`src/rtl/mem_refill_arbiter_pkg.sv`:
```
// Shared types and helpers for the memory refill arbiter.
package mem_refill_arbiter_pkg;

  typedef enum logic [2:0] {
    S_IDLE    = 3'd0,
    S_WB      = 3'd1,
    S_RD_CMD  = 3'd2,
    S_RD_WAIT = 3'd3,
    S_DONE    = 3'd4
  } state_t;

  localparam logic REQ_I = 1'b0;
  localparam logic REQ_D = 1'b1;

  // Clear the line-offset bits (byte offset plus word index) of an address.
  function automatic logic [31:0] line_base(input logic [31:0] addr, input int unsigned off_bits);
    logic [31:0] mask;
    mask = 32'hFFFF_FFFF << off_bits;
    return addr & mask;
  endfunction

endpackage

```
`src/rtl/rr_arbiter2.sv`:
```
// Two-way round-robin pick. The last served requester loses the next tie.
module rr_arbiter2
  import mem_refill_arbiter_pkg::*;
(
  input  logic clk,
  input  logic rst,
  input  logic i_req_i,
  input  logic i_req_d,
  input  logic i_upd,
  input  logic i_upd_id,
  output logic o_pick,
  output logic o_any
);

  logic r_last;

  // Remember who was served last; updated on the completion strobe.
  always_ff @(posedge clk or posedge rst) begin
    if (rst) begin
      r_last <= REQ_I;
    end else if (i_upd) begin
      r_last <= i_upd_id;
    end
  end

  // Pick the lone requester, or the one not served last on a tie.
  always_comb begin
    o_pick = REQ_I;
    o_any  = i_req_i | i_req_d;
    if (i_req_i && i_req_d) begin
      o_pick = ~r_last;
    end else if (i_req_d) begin
      o_pick = REQ_D;
    end else begin
      o_pick = REQ_I;
    end
  end

endmodule

```
`src/rtl/mem_refill_arbiter.sv`:
```
// Shares the word-wide memory port between I-cache refills and D-cache
// writeback+refill, sequencing each line as word-serial beats.
module mem_refill_arbiter
  import mem_refill_arbiter_pkg::*;
#(
  parameter int LINE_WORDS = 8,
  parameter int BEAT_W     = $clog2(LINE_WORDS)
) (
  input  logic              clk,
  input  logic              rst,
  input  logic              i_req,
  input  logic [31:0]       i_addr,
  output logic              i_gnt,
  output logic              i_done,
  input  logic              d_req,
  input  logic [31:0]       d_addr,
  input  logic              d_wb,
  input  logic [31:0]       d_wb_addr,
  input  logic [31:0]       d_wdata,
  output logic              d_gnt,
  output logic              d_done,
  output logic [BEAT_W-1:0] beat,
  output logic              refill_valid,
  output logic [31:0]       refill_data,
  output logic              mem_cmd_valid,
  input  logic              mem_cmd_ready,
  output logic              mem_cmd_we,
  output logic [31:0]       mem_cmd_addr,
  output logic [31:0]       mem_cmd_wdata,
  input  logic              mem_rvalid,
  input  logic [31:0]       mem_rdata
);

  localparam logic [BEAT_W-1:0] LAST_BEAT = BEAT_W'(LINE_WORDS - 1);
  localparam int unsigned       OFF_BITS  = BEAT_W + 2;

  state_t            r_state;
  logic [BEAT_W-1:0] r_beat;
  logic              r_id;
  logic              r_i_gnt;
  logic              r_d_gnt;
  logic              r_i_done;
  logic              r_d_done;
  logic [31:0]       r_rd_base;
  logic [31:0]       r_wb_base;
  logic              w_pick;
  logic              w_any;
  logic              w_upd;
  logic [31:0]       w_beat_off;

  assign w_upd      = (r_state == S_DONE);
  assign w_beat_off = {{(30 - BEAT_W){1'b0}}, r_beat, 2'b00};

  rr_arbiter2 u_arb (
    .clk      (clk),
    .rst      (rst),
    .i_req_i  (i_req),
    .i_req_d  (d_req),
    .i_upd    (w_upd),
    .i_upd_id (r_id),
    .o_pick   (w_pick),
    .o_any    (w_any)
  );

  // Transaction sequencer: grant, optional writeback, serial refill, done.
  always_ff @(posedge clk or posedge rst) begin
    if (rst) begin
      r_state   <= S_IDLE;
      r_beat    <= '0;
      r_id      <= REQ_I;
      r_i_gnt   <= 1'b0;
      r_d_gnt   <= 1'b0;
      r_i_done  <= 1'b0;
      r_d_done  <= 1'b0;
      r_rd_base <= 32'h0;
      r_wb_base <= 32'h0;
    end else begin
      case (r_state)
        S_IDLE: begin
          if (w_any) begin
            r_id      <= w_pick;
            r_i_gnt   <= (w_pick == REQ_I);
            r_d_gnt   <= (w_pick == REQ_D);
            r_beat    <= '0;
            r_wb_base <= line_base(d_wb_addr, OFF_BITS);
            r_rd_base <= (w_pick == REQ_D) ? line_base(d_addr, OFF_BITS)
                                           : line_base(i_addr, OFF_BITS);
            r_state   <= (w_pick == REQ_D && d_wb) ? S_WB : S_RD_CMD;
          end
        end
        S_WB: begin
          if (mem_cmd_ready) begin
            if (r_beat == LAST_BEAT) begin
              r_beat  <= '0;
              r_state <= S_RD_CMD;
            end else begin
              r_beat <= r_beat + BEAT_W'(1);
            end
          end
        end
        S_RD_CMD: begin
          if (mem_cmd_ready) begin
            r_state <= S_RD_WAIT;
          end
        end
        S_RD_WAIT: begin
          if (mem_rvalid) begin
            if (r_beat == LAST_BEAT) begin
              r_i_done <= r_i_gnt;
              r_d_done <= r_d_gnt;
              r_state  <= S_DONE;
            end else begin
              r_beat  <= r_beat + BEAT_W'(1);
              r_state <= S_RD_CMD;
            end
          end
        end
        S_DONE: begin
          r_i_done <= 1'b0;
          r_d_done <= 1'b0;
          r_i_gnt  <= 1'b0;
          r_d_gnt  <= 1'b0;
          r_beat   <= '0;
          r_state  <= S_IDLE;
        end
        default: begin
          r_i_done <= 1'b0;
          r_d_done <= 1'b0;
          r_i_gnt  <= 1'b0;
          r_d_gnt  <= 1'b0;
          r_beat   <= '0;
          r_state  <= S_IDLE;
        end
      endcase
    end
  end

  // Memory command and refill forwarding decoded from the current state.
  always_comb begin
    mem_cmd_valid = 1'b0;
    mem_cmd_we    = 1'b0;
    mem_cmd_addr  = 32'h0;
    mem_cmd_wdata = 32'h0;
    refill_valid  = 1'b0;
    refill_data   = 32'h0;
    case (r_state)
      S_WB: begin
        mem_cmd_valid = 1'b1;
        mem_cmd_we    = 1'b1;
        mem_cmd_addr  = r_wb_base + w_beat_off;
        mem_cmd_wdata = d_wdata;
      end
      S_RD_CMD: begin
        mem_cmd_valid = 1'b1;
        mem_cmd_addr  = r_rd_base + w_beat_off;
      end
      S_RD_WAIT: begin
        if (mem_rvalid) begin
          refill_valid = 1'b1;
          refill_data  = mem_rdata;
        end else begin
          refill_valid = 1'b0;
          refill_data  = 32'h0;
        end
      end
      default: begin
        mem_cmd_valid = 1'b0;
      end
    endcase
  end

  assign i_gnt  = r_i_gnt;
  assign d_gnt  = r_d_gnt;
  assign i_done = r_i_done;
  assign d_done = r_d_done;
  assign beat   = r_beat;

endmodule

```
`config.mk`:
```
export PLATFORM = sky130hd
export DESIGN_NAME = mem_refill_arbiter
export DESIGN_NICKNAME = d
export VERILOG_FILES = /design/src/rtl/mem_refill_arbiter_pkg.sv /design/src/rtl/rr_arbiter2.sv /design/src/rtl/mem_refill_arbiter.sv
export SDC_FILE = /design/constraint.sdc
export NUM_CORES = 1
export LEC_CHECK = 0
export ABC_AREA = 0
export BUFFER_PORTS_ARGS = -buffer_cell sky130_fd_sc_hd__buf_2
export CELL_PAD_IN_SITES_DETAIL_PLACEMENT = 0
export CELL_PAD_IN_SITES_GLOBAL_PLACEMENT = 2
export CORE_ASPECT_RATIO = 1.4
export CORE_MARGIN = 2
export CORE_UTILIZATION = 22
export CTS_BUF_LIST = sky130_fd_sc_hd__clkbuf_16
export CTS_CLUSTER_SIZE = 14
export DETAILED_ROUTE_END_ITERATION = 8
export PLACE_DENSITY_LB_ADDON = 0.1
export RECOVER_POWER = 50
export SLEW_MARGIN = 20
export SYNTH_ARGS = -nofsm -noshare
export SYNTH_HDL_FRONTEND = slang
export SYNTH_SLANG_ARGS = --single-unit
```
`constraint.sdc`:
```
create_clock -name clk -period 3.7 [get_ports clk]
set_clock_uncertainty 0.05 [all_clocks]
set_input_delay 0.37 -clock clk [delete_from_list [all_inputs] [get_ports clk]]
set_output_delay 0.37 -clock clk [all_outputs]
set_load 0.02 [all_outputs]
```
After elaboration in Yosys (flattened, before gate mapping)
Index checks and enable logic that the tools add are counted.

Add/sub/neg operators: 3. Equal/unequal tests: 12. Muxes and demuxes: 35. Bitwise gates (word level): 6. Reductions and logical operators: 11.

Operator list (number): two-way mux 32 bit (4); adder 32 x 5 -> 32 bit (2); one-hot mux 32 bit (2 select lines) (1); two-way mux 3 bit (11); one-hot mux 3 bit (4 select lines) (2); two-way mux 1 bit (12); inequality test 2 bit, second input constant (6); AND reduction 5 bit (2); one-hot mux 1 bit (2 select lines) (4); == test 3 x 2 -> 1 bit, second input constant (2); == test 3 bit, second input constant (2); OR reduction 3 bit (2); inverter 1 bit (5); AND reduction 2 bit (2); adder 3 x 1 -> 3 bit, second input constant (1); == test 3 x 1 -> 1 bit, second input constant (1); zero test 3 bit (1); AND reduction 3 bit (1); logical AND 1 bit (2); two-way mux 2 bit (1); inequality test 2 x 1 -> 1 bit, second input constant (1); OR reduction 2 bit (1); OR 1 bit (1).

Flip-flop bits (word level): 71. Input bits: 167. Output and inout port bits: 106. Logic and storage cells: 77.

Depth between registers and ports, before layout
Gate-level depths: netlist of run 1.

Depth after elaboration: 6. Gate-level depth with buffers: 7. Mapped depth without buffers: 6.

Hierarchy
A second synthesis of run 1 with hierarchy kept.

Cell total of the unflattened synthesis: 355. Area, all modules: 3704.8 um^2.

Modules (own cells, without submodules): mem_refill_arbiter (instances 1, cells each 350, area an instance 3647.2 um^2); rr_arbiter2 (instances 1, cells each 5, area an instance 57.6 um^2).

Worst setup path before layout of run 1
No wires, ideal clock.

Path kind: register to output. From: reg r_state[2]. To: out mem_cmd_wdata[22]. Arrival time: 1.525 ns. Data required time: 3.280 ns. Path slack: 1.755 ns. Cell stages (with the launch flop): 6. Path through: dfrtp_1 -> buf_2 -> nand2b_1 -> nor2_1 -> clkbuf_1 -> and2_1.

Cells in the longest elaborated chain, start to end: 2.

RTL lines: start: declaration (line mem_refill_arbiter.sv:37) `state_t r_state;`; start signal: assignment (line mem_refill_arbiter.sv:88) `r_state <= (w_pick == REQ_D && d_wb) ? S_WB : S_RD_CMD;`; == test 3 x 1 -> 1 bit (line mem_refill_arbiter.sv:146) `case (r_state)`; two-way mux 32 bit (line mem_refill_arbiter.sv:146); end: declaration (line mem_refill_arbiter.sv:29) `output logic [31:0] mem_cmd_wdata,`.

No other way between the ends.

Final worst setup path of run 1
From: reg r_state[2]. To: reg r_rd_base[7].

Cells in the longest elaborated chain, start to end: 2.

RTL lines: zero test 3 bit (line mem_refill_arbiter.sv:78) `case (r_state)`; AND reduction 2 bit (no line); end signal: assignment (line mem_refill_arbiter.sv:86) `r_rd_base <= (w_pick == REQ_D) ? line_base(d_addr, OFF_BITS)`; end: declaration (line mem_refill_arbiter.sv:44) `logic [31:0] r_rd_base;`.

No other way between the ends. A chain may end at the register's enable or synchronous reset.

==> metrics.md, run 1 <==
| Metric | Value |
|---|---|
| Result of the run | complete, but fails checks |
| Violated checks | capacitance limit, slew limit |
| Initial antenna violation count | 0 |
| Die width | 111.8 um |
| Seq. cell area | 1652 um^2 |
| Post-Synthesis Cells | 419 |
| Delay of the slowest cell on the worst path | 1000 ps |
| Yosys warning count | 0 |
| All-Layer GR Usage | 0.1445 |
| Slowest-stage cell, CP | nand3_1 |
| Worst hold path class | primary input to flop |
| CP Max Fanout | 28 |
| VDD IR max | 271.8 uV |
| Synth-to-Final Area Change | 49.30% |
| DR DRC count | 0 |
| Wirelength per Cell | 14.83 um |
| Pwr dens | 807.1 nW/um^2 |
| Worst reg2reg startpoint | r_state[2] |
| Total power | 4.315 mW |
| Reg2Reg Setup Slack | 860 ps |
| Register bit total from synthesis | 66 |
| Via-per-instance ratio | 4.432 |
| Hold Fails Final Rpt | 0 |
| Startpoint Class | flop |
| Hold Crit Depth | 3 |
| Worst Hold Endpoint | r_wb_base[29] |
| Crit path DAT | 3000 ps |
| CP required | 3850 ps |
| FMAX | 0.3516 GHz |
| Worst setup EP type | flop |
| Clock slew at reported path FFs | 60 ps |
| Critical path's top delay family | simple AND/OR/NAND/NOR gates |
| Final critical-path required period | 2844 ps |
| Setup_tns | 0 ps |
| Syn Std Cell Area | 3581 um^2 |
| Area share of the largest cell type after synthesis | 0.4612 |
| Period utilisation layout | 0.7687 |
| RR Endpoint | r_rd_base[7] |
| First-pass GRT wire length | 19820 um |
| HP Start | d_wb_addr[29] |
| Clock sink count | 66 |
| DRT iter0 DRCs | 168 |
| Post-Route WL | 12870 um |
| # diodes | 0 |
| Slew @ Worst Pin | 1620 ps |
| Final Max Tran Viols | 60 |
| R2r worst-path depth | 4 |
| Final nets | 834 |
| Cts bufs inserted | 9 |
| Largest net degree at the start of global routing | 52 |
| First-pass DRT Iterations | 4 |
| Unrepaired setup endpoints after global routing | false |
| Clk Latency, worst-skew pair | 320 ps |
| Placer Congestion | 0.7187 |
| Clock tree from TritonCTS | yes |
| CORE AREA | 16030 um^2 |
| Synth area leaders | dfrtp_1 (46%), and2_1 (12%), nand2_1 (9.6%), a22o_1 (6.6%), nor2_1 (5.9%) |
| Leading cell type in the layout, fill and taps excluded | buf_2 |
| Crit path kind | flop to flop |
| Starting Density | 0.2233 |
| Longest Clk Path Bufs | 2 |
| Area leader, netlist | dfrtp_1 |
| Die area | 17330 um^2 |
| WP buf/inv | 0 |
| Vias | 3847 |
| Commonest cells after routing, fill and taps aside | buf_2 (247), nand2_1 (92), and2_1 (67), dfrtp_1 (66), nor2_1 (55) |
| Final ANT Viol Nets | 0 |
| Vias in the first global route | 3826 |
| Area of the multi-input gates | 1735 um^2 |
| Port Buf Inserts | 255 |
| Fillcell total | 1741 |
| Static leakage | 3.002 nW |
| Die Y | 155.0 um |
| Post-DP HPWL | 9565 um |
| Max Cap Violations | 2 |
| Crit-path cells | nor3_1 > nand3_1 > o22ai_1 > nor2_1 |
| Max_slew headroom | -0.08015 |
| Sequential share of the synthesized area | 0.4612 |
| CTS H-tree lvls | 3 |
| IO Pins | 273 |
| Synth unique cells | 34 |
| Clock Tree Root | clkbuf_16 |
| Grt ovf | 0 |
| Proportion of layout cells with a drive suffix above 1 | 0.4051 |
| Final Setup Violations | 0 |
| Row cnt | 55 |
| Syn_area_per_cell | 8.546 um^2 |
==> state kept, by name, summed over array words and instances (netlist names), 3 cells and up <==
signal and cells:
r_wb_base 27, r_rd_base 27, r_state 3, beat 3
==> synthesized netlist by cell type <==
cell	n
a21oi_1	5
a22o_1	27
a22oi_1	3
a31oi_1	2
a32o_1	1
and2_1	68
and3_1	1
buf_2	16
buf_4	3
buf_6	1
clkbuf_1	11
conb_1	1
dfrtp_1	66
ha_1	3
inv_1	6
mux2_2	1
mux2i_1	7
nand2_1	92
nand2b_1	8
nand3_2	2
nand3b_1	1
nand4_1	2
nor2_1	56
nor2_2	1
nor3_1	1
nor3_4	1
nor3b_2	1
nor4_1	1
o21ai_0	1
o21ai_1	2
o22ai_1	24
o2bb2ai_2	1
or2_2	1
or3_1	2
==> area by class of cell <==
cell class                 instances  area share
multi-input combinational        317      0.3246
timing repair buffer             264      0.2532
clock inverter                     7     0.02036
clock buffer                       9     0.04212
tap                              199     0.04657
inverter                           6    0.004212
sequential                        66      0.3089
==> report_power, final <==
group | internal, mW | leakage [nW] | switching (mW)
clock network | 0.651 | 0.162 | 0.318
registers | 1.05 | 0.795 | 0.209
logic | 0.801 | 2.04 | 1.29
==> worst reg2reg max path: stages (launching register included) <==
cell	delay, ps
dfrtp_1	570
nor3_1	420
nand3_1	1000
o22ai_1	610
nor2_1	70
==> cells by family (layout without fill, tap and decap cells) <==
family,count (synthesis),in the layout,synth area share
mux,8,8,0.02271
simple gates,238,238,0.3190
compound gates,66,66,0.1359
fa+ha+maj,3,3,0.01048
buf+inv,37,286,0.04962
other cells,1,2,0.001047
flops,66,66,0.4612
==> timing repair <==
item | 4_1_cts | 5_1_grt
hold buffers | 1 | 0
resized for setup | 0 | 0
buffers inserted | 0 | 0
endpoints found under the hold margin | 8 | 0
==> through the flow <==
stage / instance area, um^2 / std cells / utilization / worst slack (ps) / hold WS [ps]
after floorplan: 3585 / 420 / - / 1625 / 393.1
after global placement: 5029 / 850 / 0.3136 / 1330 / 249.6
after detailed placement: 5029 / 850 / 0.3136 / 1340 / 249.7
after CTS: 5373 / 867 / 0.3351 / 985.3 / 175.3
after global routing: 5346 / 868 / 0.3334 / 483.5 / 181.9
final: 5346 / 868 / 0.3334 / 855.8 / 183.3
==> worst max path at each step <==
| stage | start | end | cells past startpoint |
|---|---|---|---|
| floorplan | rst | beat[0] | 1 |
| global placement | r_state[0] | mem_cmd_addr[30] | 5 |
| detailed placement | r_state[0] | mem_cmd_addr[25] | 5 |
| CTS | r_state[0] | mem_cmd_addr[25] | 5 |
| global route | r_state[2] | r_rd_base[25] | 4 |
| finish | r_state[2] | r_rd_base[7] | 4 |
==> layer usage <==
layer | vias up | track usage | part of all wire | wire [um]
met4 | 0 | 0.03586 | 0.0089 | 114
li1 | 1874 | - | - | -
met1 | 1801 | 0.1630 | 0.38 | 4949
met5 | - | 0 | 0 | 0
met2 | 165 | 0.2722 | 0.53 | 6825
met3 | 7 | 0.03389 | 0.076 | 983
(Power assumes the default switching activity.)
==> inputs of run 2 (changes only) <==
--- a/config.mk
+++ b/config.mk
@@ -5,13 +5,13 @@
 export SDC_FILE = /design/constraint.sdc
 export NUM_CORES = 1
 export LEC_CHECK = 0
-export ABC_AREA = 0
+export ABC_AREA = 1
 export BUFFER_PORTS_ARGS = -buffer_cell sky130_fd_sc_hd__buf_2
 export CELL_PAD_IN_SITES_DETAIL_PLACEMENT = 0
 export CELL_PAD_IN_SITES_GLOBAL_PLACEMENT = 2
 export CORE_ASPECT_RATIO = 1.4
 export CORE_MARGIN = 2
-export CORE_UTILIZATION = 22
+export CORE_UTILIZATION = 20
 export CTS_BUF_LIST = sky130_fd_sc_hd__clkbuf_16
 export CTS_CLUSTER_SIZE = 14
 export DETAILED_ROUTE_END_ITERATION = 8
==> constraint.sdc (replaced) <==
create_clock -name clk -period 2.85 [get_ports clk]
set_clock_uncertainty 0.05 [all_clocks]
set_input_delay 0.285 -clock clk [delete_from_list [all_inputs] [get_ports clk]]
set_output_delay 0.285 -clock clk [all_outputs]
set_load 0.02 [all_outputs]
==> metrics.md, run 2 <==
| Metric | Value |
|---|---|
| Startpoint Class | flop |
| Area share of the largest cell type after synthesis | 0.4321 |
| Max_slew headroom | 0.3479 |
| FMAX | 0.3976 GHz |
| Longest Clk Path Bufs | 2 |
| Max Cap Violations | 0 |
| Sequential share of the synthesized area | 0.4321 |
| Synth unique cells | 29 |
| Cts bufs inserted | 9 |
| Result of the run | finished clean |
| Post-synth top flop | dfrtp_1 |
| Slew @ Worst Pin | 977.1 ps |
| Area leader, netlist | dfrtp_1 |
| Worst reg2reg startpoint | r_state[1] |
| Hold Fails Final Rpt | 0 |
| Wirelength per Cell | 13.58 um |
| R2r worst-path depth | 6 |
| Vias in the first global route | 4139 |
| Post-CTS Setup Repair Bufs | 0 |
| Row cnt | 59 |
| Syn Std Cell Area | 3822 um^2 |
| Top cells by count, synth | inv_1 (112), nor2_1 (100), nand2_1 (95), o21ai_0 (71), dfrtp_1 (66) |
| Die area | 20250 um^2 |
| Final Max Tran Viols | 0 |
| Worst hold path class | primary input to flop |
| IO Pins | 273 |
| Starting Density | 0.2047 |
| Final Cell Area | 5583 um^2 |
| Crit path kind | flop to output pin |
| RR Endpoint | r_rd_base[15] |
| Clock Tree Root | clkbuf_16 |
| Register bit total from synthesis | 66 |
| Synth-to-Final Area Change | 46.06% |
| Leading cell type in the layout, fill and taps excluded | buf_2 |
| Clock sink count | 66 |
| Commonest cells after routing, fill and taps aside | buf_2 (248), inv_1 (113), nor2_1 (102), nand2_1 (95), o21ai_0 (75) |
| Die Y | 167.6 um |
| CORE AREA | 18680 um^2 |
| Number of gates resized after CTS | 0 |
| Crit path DAT | 2180 ps |
| CP Max Fanout | 39 |
| Clock slew at reported path FFs | 60 ps |
| CTS H-tree lvls | 3 |
| Largest regs | r_rd_base x27, r_wb_base x27 |
| Clk pwr share | 0.218 |
| Area of placed instances | 5311 um^2 |
| CP required | 2520 ps |
| Synth async-reset ratio | 1.000 |
| Hold Crit Depth | 3 |
| Static leakage | 3.351 nW |
| # diodes | 0 |
| Placer Congestion | 0.7774 |
| Proportion of layout cells with a drive suffix above 1 | 0.3508 |
| Worst setup EP type | output pin |
| HP Start | d_wb_addr[31] |
| Vias | 4236 |
| Period utilisation layout | 0.8825 |
| Setup_tns | 0 ps |
| Sw frac | 0.4502 |
| Unrepaired setup endpoints after global routing | false |
| First-pass GRT wire length | 21560 um |
| Int Pwr | 2.988 mW |
| Die width | 120.8 um |
| Worst Hold Endpoint | r_wb_base[31] |
| Seq pwr share | 0.287 |
| Grt ovf | 0 |
| Final critical-path required period | 2515 ps |
| Via-per-instance ratio | 4.054 |
| DR DRC count | 0 |
| Final nets | 966 |
| Clk Latency, worst-skew pair | 330 ps |
| Post-Synthesis Cells | 552 |
| Largest net degree at the start of global routing | 54 |
| VDD IR max | 389.4 uV |
| Reg2Reg Setup Slack | 360 ps |
| Port Buf Inserts | 255 |
| Most numerous cell in the Yosys netlist | inv_1 |
| Syn_area_per_cell | 6.925 um^2 |
| DRT iter0 DRCs | 122 |
| First-pass DRT Iterations | 6 |
| Final ANT Viol Nets | 0 |
| Combinational share of power | 0.495 |
| Synth area leaders | dfrtp_1 (43%), inv_1 (11%), nor2_1 (9.8%), nand2_1 (9.3%), o21ai_0 (9.3%) |
| Initial antenna violation count | 0 |
| Clock tree from TritonCTS | yes |
| Pwr dens | 973.4 nW/um^2 |
| Hold buffers post-CTS | 1 |
| Switch Pwr | 2.446 mW |
| Post-Route WL | 14190 um |
| Final Setup Violations | 0 |
| Yosys warning count | 0 |
| Post-DP HPWL | 10670 um |
| Number of flops mapped to enable cells by yosys | 0 |
| All-Layer GR Usage | 0.1369 |
-- run 2: cell count changes after synthesis, sizes merged, moves of 4 or more --
cell    before  now
a22o        27    3
and2        68    0
a21oi        5    1
o21ai        3   88
nor2        57  105
mux2i        7    0
nand2       92   98
nand2b       8    0
o22ai       24   20
nand3        2   11
clkbuf      11    6
buf         20   24
inv          6  119
-- run 2: power groups by stage --
| stage | sequential, mW | clock (mW) | combinational (mW) |
|---|---|---|---|
| 2_1_floorplan | 1.57 | 0 | 1.86 |
| 3_3_place_gp | 1.58 | 0 | 2.79 |
| 3_5_place_dp | 1.58 | 0 | 2.80 |
| 4_1_cts | 1.57 | 1.22 | 2.81 |
| 5_1_grt | 1.61 | 1.26 | 3.03 |
| 6_report | 1.56 | 1.18 | 2.69 |
-- run 2: worst max-delay path by stage --
stage	cells past startpoint	end	start	slack [ps]
2_1_floorplan	1	beat[0]	rst	860
3_3_place_gp	5	mem_cmd_addr[8]	r_state[2]	660
3_5_place_dp	5	mem_cmd_addr[8]	r_state[2]	640
4_1_cts	5	mem_cmd_addr[8]	r_state[2]	270
5_1_grt	6	r_rd_base[21]	r_state[1]	80
6_report	5	mem_cmd_addr[8]	r_state[2]	330
-- run 2: cell type report --
cell class / count / area (um^2)
clock buffers: 9 / 225.2
clock inverters: 7 / 85.08
fillers: 2101 / 13090
inverters: 119 / 446.7
multi-input cells: 338 / 1524
flip-flops and latches: 66 / 1652
well taps: 244 / 305.3
repair buffers: 262 / 1345
-- run 2: kinds of logic after synthesis --
family / share of synthesized area
other cells: 0.0009811
compound gates: 0.1643
simple gates: 0.2318
buf+inv: 0.1610
fa+ha+maj: 0.009821
flops: 0.4321
-- run 2: through the flow --
stage	hold WS (ps)	worst slack, ps	util	total power, mW	instances
finish	103.5	334.8	0.2989	5.434	1045
global route	94.13	79.62	0.2989	5.902	1045
CTS	90.80	268.8	0.3015	5.602	1045
detailed placement	316.9	643.1	0.2844	4.386	1028
global placement	318.4	655.4	0.2844	4.367	1028
floorplan	351.6	860.2	-	3.430	553
-- run 2: critical path, cell delays in order (launching register included) --
cell and delay [ps]:
dfrtp_1 480, nor2_1 250, nand2_2 310, buf_4 380, o22ai_1 200, buf_2 200
-- run 2: per-layer routing --
| layer | wire (um) | vias up | GRT usage | part of all wire |
|---|---|---|---|---|
| li1 | - | 2163 | - | - |
| met1 | 5518 | 1894 | 0.1511 | 0.39 |
| met2 | 7438 | 164 | 0.2516 | 0.52 |
| met3 | 1009 | 15 | 0.03815 | 0.071 |
| met4 | 219 | 0 | 0.03994 | 0.015 |
| met5 | 0 | - | 0 | 0 |
